### src/rtl/fb_write_arbiter.sv
// Round-robin arbiter for the frame-buffer write port, with a full-buffer clear sweep.
// Writes leave through registered mem_we/mem_addr/mem_wdata one cycle after the grant.
module fb_write_arbiter #(
    parameter int                    NREQ        = 4,
    parameter int                    DATA_WIDTH  = 8,
    parameter int                    ADDR_WIDTH  = 6,
    parameter logic [DATA_WIDTH-1:0] CLEAR_VALUE = '0
) (
    input  logic                       clk,
    input  logic                       rst,
    input  logic [NREQ-1:0]            req_valid,
    input  logic [NREQ*ADDR_WIDTH-1:0] req_addr,
    input  logic [NREQ*DATA_WIDTH-1:0] req_data,
    output logic [NREQ-1:0]            req_ready,
    input  logic                       clear_start,
    output logic                       clear_busy,
    output logic                       clear_done,
    output logic                       mem_we,
    output logic [ADDR_WIDTH-1:0]      mem_addr,
    output logic [DATA_WIDTH-1:0]      mem_wdata
);
    localparam int PTR_W = (NREQ > 1) ? $clog2(NREQ) : 1;
    // The sweep counter carries one extra bit so "all words issued" is distinct from address 0.
    localparam logic [ADDR_WIDTH:0] CNT_END = {1'b1, {ADDR_WIDTH{1'b0}}};

    typedef enum logic {IDLE, CLEAR} state_t;

    state_t                  state_reg, state_next;
    logic [PTR_W-1:0]        rr_ptr_reg, rr_ptr_next;
    logic [ADDR_WIDTH:0]     clr_cnt_reg, clr_cnt_next;
    logic                    mem_we_reg, mem_we_next;
    logic [ADDR_WIDTH-1:0]   mem_addr_reg, mem_addr_next;
    logic [DATA_WIDTH-1:0]   mem_wdata_reg, mem_wdata_next;
    logic                    clear_done_reg, clear_done_next;

    logic [ADDR_WIDTH-1:0]   addr_slice [NREQ];
    logic [DATA_WIDTH-1:0]   data_slice [NREQ];
    logic                    grant_any;
    logic [PTR_W-1:0]        grant_idx;
    logic [PTR_W-1:0]        cand;
    logic                    arb_enable;

    generate
        for (genvar gi = 0; gi < NREQ; gi++) begin : g_slice
            assign addr_slice[gi] = req_addr[gi*ADDR_WIDTH +: ADDR_WIDTH];
            assign data_slice[gi] = req_data[gi*DATA_WIDTH +: DATA_WIDTH];
        end
    endgenerate

    // First valid requester at or after rr_ptr, wrapping modulo NREQ.
    always_comb begin
        grant_any = 1'b0;
        grant_idx = '0;
        cand      = '0;
        for (int k = 0; k < NREQ; k++) begin
            cand = PTR_W'((int'(rr_ptr_reg) + k) % NREQ);
            if (!grant_any && req_valid[cand]) begin
                grant_any = 1'b1;
                grant_idx = cand;
            end
        end
    end

    // A clear request in IDLE wins over any same-cycle write request.
    assign arb_enable = (state_reg == IDLE) && !clear_start;

    always_comb begin
        req_ready = '0;
        if (arb_enable && grant_any)
            req_ready = NREQ'(1) << grant_idx;
    end

    always_comb begin
        state_next      = state_reg;
        rr_ptr_next     = rr_ptr_reg;
        clr_cnt_next    = clr_cnt_reg;
        mem_we_next     = 1'b0;
        mem_addr_next   = mem_addr_reg;
        mem_wdata_next  = mem_wdata_reg;
        clear_done_next = 1'b0;
        case (state_reg)
            IDLE: begin
                if (clear_start) begin
                    state_next     = CLEAR;
                    mem_we_next    = 1'b1;
                    mem_addr_next  = '0;
                    mem_wdata_next = CLEAR_VALUE;
                    clr_cnt_next   = (ADDR_WIDTH+1)'(1);
                end else if (grant_any) begin
                    mem_we_next    = 1'b1;
                    mem_addr_next  = addr_slice[grant_idx];
                    mem_wdata_next = data_slice[grant_idx];
                    rr_ptr_next    = (grant_idx == PTR_W'(NREQ-1)) ? '0
                                                                   : PTR_W'(grant_idx + 1'b1);
                end
            end
            CLEAR: begin
                if (clr_cnt_reg == CNT_END) begin
                    state_next      = IDLE;
                    clear_done_next = 1'b1;
                end else begin
                    mem_we_next    = 1'b1;
                    mem_addr_next  = clr_cnt_reg[ADDR_WIDTH-1:0];
                    mem_wdata_next = CLEAR_VALUE;
                    clr_cnt_next   = clr_cnt_reg + 1'b1;
                end
            end
            default: state_next = IDLE;
        endcase
    end

    always_ff @(posedge clk or posedge rst) begin
        if (rst) begin
            state_reg      <= IDLE;
            rr_ptr_reg     <= '0;
            clr_cnt_reg    <= '0;
            mem_we_reg     <= 1'b0;
            mem_addr_reg   <= '0;
            mem_wdata_reg  <= '0;
            clear_done_reg <= 1'b0;
        end else begin
            state_reg      <= state_next;
            rr_ptr_reg     <= rr_ptr_next;
            clr_cnt_reg    <= clr_cnt_next;
            mem_we_reg     <= mem_we_next;
            mem_addr_reg   <= mem_addr_next;
            mem_wdata_reg  <= mem_wdata_next;
            clear_done_reg <= clear_done_next;
        end
    end

    assign clear_busy = (state_reg == CLEAR);
    assign clear_done = clear_done_reg;
    assign mem_we     = mem_we_reg;
    assign mem_addr   = mem_addr_reg;
    assign mem_wdata  = mem_wdata_reg;

endmodule

### config.mk
export PLATFORM = sky130hd
export DESIGN_NAME = fb_write_arbiter
export DESIGN_NICKNAME = d
export VERILOG_FILES = /design/src/rtl/fb_write_arbiter.sv
export SDC_FILE = /design/constraint.sdc
export NUM_CORES = 1
export LEC_CHECK = 0
export BUFFER_PORTS_ARGS = -buffer_cell sky130_fd_sc_hd__buf_2
export CORE_ASPECT_RATIO = 1.25
export CORE_UTILIZATION = 46
export CTS_CLUSTER_SIZE = 24
export DETAILED_ROUTE_END_ITERATION = 16
export PLACE_DENSITY = 0.81
export SYNTH_ARGS = -nofsm -noshare
export SYNTH_HDL_FRONTEND = slang
export SYNTH_SLANG_ARGS = --single-unit
### constraint.sdc
create_clock -name clk -period 2.5 [get_ports clk]
set_clock_uncertainty 0.15 [all_clocks]
set_input_delay 0.125 -clock clk [delete_from_list [all_inputs] [get_ports clk]]
set_output_delay 0.125 -clock clk [all_outputs]
set_load 0.005 [all_outputs]
==> impl_metrics.xml <==
<?xml version="1.0" encoding="UTF-8"?>
<metrics>
  <group name="status">
    <metric name="status" unit="">completed</metric>
  </group>
  <group name="floorplan">
    <metric name="top_level_ports" unit="">84</metric>
    <metric name="floorplan.rows" unit="">24</metric>
    <metric name="initial_core_util" unit="">0.482</metric>
    <metric name="fp.dieArea" unit="sq mm">0.00393</metric>
    <metric name="die_width" unit="um">56.3</metric>
    <metric name="design.core.area" unit="sq mm">0.00351</metric>
    <metric name="floorplan.die.height" unit="um">69.9</metric>
  </group>
  <group name="clock_network">
    <metric name="tritoncts_clock_tree" unit="">built</metric>
    <metric name="worstSkewPairLatency" unit="ps">270</metric>
    <metric name="cts_num_sinks" unit="">26</metric>
    <metric name="clockRootBuffer" unit="">clkbuf_8</metric>
    <metric name="tritoncts.num_buffers" unit="">3</metric>
    <metric name="ctsHtreeMaxLevel" unit="">1</metric>
    <metric name="clk_pin_slew" unit="ps">90</metric>
    <metric name="max-clock-path-buffers" unit="">2</metric>
  </group>
  <group name="global_routing">
    <metric name="met3_usage" unit="">0.0426</metric>
    <metric name="grt_most_used_layer" unit="">met2</metric>
    <metric name="first_global_vias" unit="">1512</metric>
    <metric name="globalRouteMet1Util" unit="">0.260</metric>
    <metric name="pin_count_of_the_biggest_net_entering_global_routing" unit="">27</metric>
    <metric name="first_pass_grt_wire_length" unit="mm">6.59</metric>
    <metric name="grt_antenna_before_repair" unit="">0</metric>
    <metric name="gr-usage-all-layers" unit="">0.208</metric>
    <metric name="use_met2" unit="">0.351</metric>
    <metric name="gr-total-overflow" unit="">0</metric>
  </group>
  <group name="synth">
    <metric name="synth-seq-cells" unit="">26</metric>
    <metric name="synth_sequential_area_ratio" unit="">0.384</metric>
    <metric name="ys_types" unit="">32</metric>
    <metric name="synth.avg_cell_area" unit="sq um">9.91</metric>
    <metric name="synth_enable_flop_cells" unit="">0</metric>
    <metric name="share_of_flip_flops_with_an_asynchronous_set_or_reset" unit="">1.00</metric>
    <metric name="mappedNetlistNets" unit="">240</metric>
    <metric name="mappedNetlistArea" unit="sq mm">0.00169</metric>
    <metric name="synth_ff_type" unit="">dfrtp_1</metric>
    <metric name="netlist_instances" unit="">171</metric>
    <metric name="synth-warning-count" unit="">0</metric>
  </group>
  <group name="sta">
    <metric name="unrepaired_setup_endpoints_after_global_routing" unit="">no</metric>
    <metric name="final_number_of_max_transition_violations" unit="">0</metric>
    <metric name="slew_headroom" unit="">0.654</metric>
    <metric name="setup_failing_eps_final" unit="">0</metric>
    <metric name="total_neg_setup_slack" unit="ps">0</metric>
    <metric name="hold_ws" unit="ps">15.2</metric>
    <metric name="maxClockFrequency" unit="MHz">431</metric>
    <metric name="finalWorstPathRequiredPeriod" unit="ps">2320</metric>
    <metric name="worst_slew_pin_slew" unit="ps">514</metric>
    <metric name="post-route-period-util" unit="">0.928</metric>
    <metric name="report.final.hold_viol_count" unit="">0</metric>
  </group>
  <group name="placed_design">
    <metric name="gp_congestion" unit="">0.796</metric>
    <metric name="detailed_place_hpwl" unit="mm">3.12</metric>
    <metric name="place.port_buffers" unit="">83</metric>
    <metric name="place.detailed.instances" unit="">293</metric>
    <metric name="placed_cell_area" unit="sq mm">0.00218</metric>
  </group>
  <group name="worst_setup_path">
    <metric name="number_of_cells_on_the_worst_reg_to_reg_path" unit="">7</metric>
    <metric name="worst_setup_sp_type" unit="">register</metric>
    <metric name="critical_path.reg2reg.endpoint" unit="">mem_wdata[3]</metric>
    <metric name="regToRegStartpoint" unit="">rr_ptr_reg[0]</metric>
    <metric name="crit_fanout" unit="">20</metric>
    <metric name="critPathArrivalTime" unit="ps">2040</metric>
    <metric name="setup.worst_path.class" unit="">reg -&gt; out</metric>
    <metric name="worst-endpoint-required" unit="ps">2230</metric>
    <metric name="worst-r2r-setup-slack" unit="ps">430</metric>
    <metric name="critical_path.endpoint_type" unit="">output pin</metric>
  </group>
  <group name="hold_path">
    <metric name="min_path_type" unit="">in -&gt; reg</metric>
    <metric name="min-delay-start" unit="">clear_start</metric>
    <metric name="worst_hold_path.num_cells" unit="">3</metric>
    <metric name="whs_endpoint" unit="">clr_cnt_reg[5]</metric>
  </group>
  <group name="pwr">
    <metric name="pwr_density_cell" unit="mW/mm^2">832</metric>
    <metric name="irDropWorstVdd" unit="uV">667</metric>
    <metric name="leakage" unit="nW">1.24</metric>
  </group>
  <group name="final_layout">
    <metric name="drive_gt1_frac" unit="">0.402</metric>
    <metric name="syn_to_final_growth" unit="%">33.7</metric>
    <metric name="fill_cell_count" unit="">289</metric>
    <metric name="net_count_reported_at_finish" unit="">329</metric>
    <metric name="layoutNonFillerInstCount" unit="">298</metric>
    <metric name="stdcell_area" unit="sq mm">0.00226</metric>
    <metric name="largest_register_ff_count" unit="">8</metric>
    <metric name="ant_cells" unit="">0</metric>
  </group>
  <group name="route">
    <metric name="routed_len_inst" unit="um">13.4</metric>
    <metric name="starting_drc_count_in_detailed_routing" unit="">71</metric>
    <metric name="vias" unit="">1611</metric>
    <metric name="ant_nets" unit="">0</metric>
    <metric name="remaining_drc_errors" unit="">0</metric>
    <metric name="post_detailed_route_via_to_cell_ratio" unit="">5.41</metric>
    <metric name="drt_first_pass_iters" unit="">4</metric>
    <metric name="postRouteWirelength" unit="mm">4.00</metric>
  </group>
  <group name="flow_run">
    <metric name="cap_violations" unit="">0</metric>
  </group>
</metrics>
-- cell usage after synthesis, drive strengths merged (2+ instances only) --
cell     n  area (sq um)
and3     3          18.8
a32o     8          80.1
a221o    2          20.0
mux2     5          56.3
ha       6          75.1
a21oi    6          30.0
a22oi    5          37.5
o21ai    8          40.0
and2     4          25.0
buf      6          41.3
nor2     4          15.0
mux2i   34           340
nand2   22          82.6
clkbuf   3          11.3
nor2b    2          12.5
dfrtp   26           651
nand4    2          12.5
nand3    4          20.0
nand2b   3          18.8
inv      9          33.8
-- per-layer routing --
metal / vias to the layer above / share of wire
met5: - / 0
met3: 8 / 0.075
met2: 59 / 0.49
li1: 792 / -
met1: 752 / 0.41
met4: 0 / 0.022
-- cell families (layout without fill, tap and decap cells) --
group / count (synthesis) / count (layout) / synth area share
flops: 26 / 26 / 0.384
simple gates: 47 / 47 / 0.134
buf+inv: 19 / 107 / 0.0532
xor+xnor: 1 / 1 / 0.00517
compound gates: 33 / 33 / 0.146
mux: 39 / 39 / 0.234
fa+ha+maj: 6 / 6 / 0.0443
-- layout by cell type (no fill, tap or decap), drive strengths merged, types with 6 or more instances in the layout --
cell type	synthesis	routed
buf	6	92
mux2i	34	34
dfrtp	26	26
nand2	22	22
inv	9	9
a32o	8	8
o21ai	8	8
a21oi	6	6
ha	6	6
-- where the power goes --
group,total (mW),leakage [nW],switching (mW),internal [mW]
registers,0.679,0.324,0.134,0.545
clock network,0.348,0.0357,0.134,0.214
logic,0.857,0.885,0.416,0.441
total,1.88,1.25,0.684,1.20
-- cell type report --
| class | instances | area (sq um) | area share |
|---|---|---|---|
| Multi-Input combinational cell | 126 | 962 | 0.425 |
| Inverter | 10 | 38.8 | 0.0171 |
| Timing Repair Buffer | 93 | 493 | 0.218 |
| Tap cell | 39 | 48.8 | 0.0215 |
| Clock buffer | 3 | 41.3 | 0.0182 |
| Clock inverter | 1 | 30.0 | 0.0133 |
| Sequential cell | 26 | 651 | 0.287 |
-- critical path, stage by stage, from the launching register on --
cell,delay [ps]
dfrtp_1,380
nor2b_1,70
a21o_1,180
a211oi_4,240
buf_4,340
inv_1,110
ha_1,200
and2_1,120
buf_2,120
-- metrics by stage --
step	worst slack [ps]	power [mW]	util
floorplan	600	1.29	-
global placement	338	1.52	0.621
detailed placement	241	1.55	0.621
CTS	95.3	1.90	0.644
global route	27.5	2.02	0.645
finish	180	1.88	0.645
-- how the worst max path moves through the flow --
stage	start	slack (ps)	endpoint
after floorplan	rr_ptr_reg[1]	600	rr_ptr_reg[1]
after global placement	rr_ptr_reg[1]	340	req_ready[1]
after detailed placement	rr_ptr_reg[1]	240	req_ready[1]
after CTS	rr_ptr_reg[1]	100	req_ready[1]
after global routing	rr_ptr_reg[0]	30	req_ready[2]
final	rr_ptr_reg[0]	180	req_ready[2]
-- repair_timing --
item                       in CTS  in global routing
setup endpoints to repair       2                  2
hold buffers                    1                  0
buffers inserted                0                  0
hold endpoints to repair       26                  0
gates resized for setup         1                  1
(Power assumes the default switching activity.)
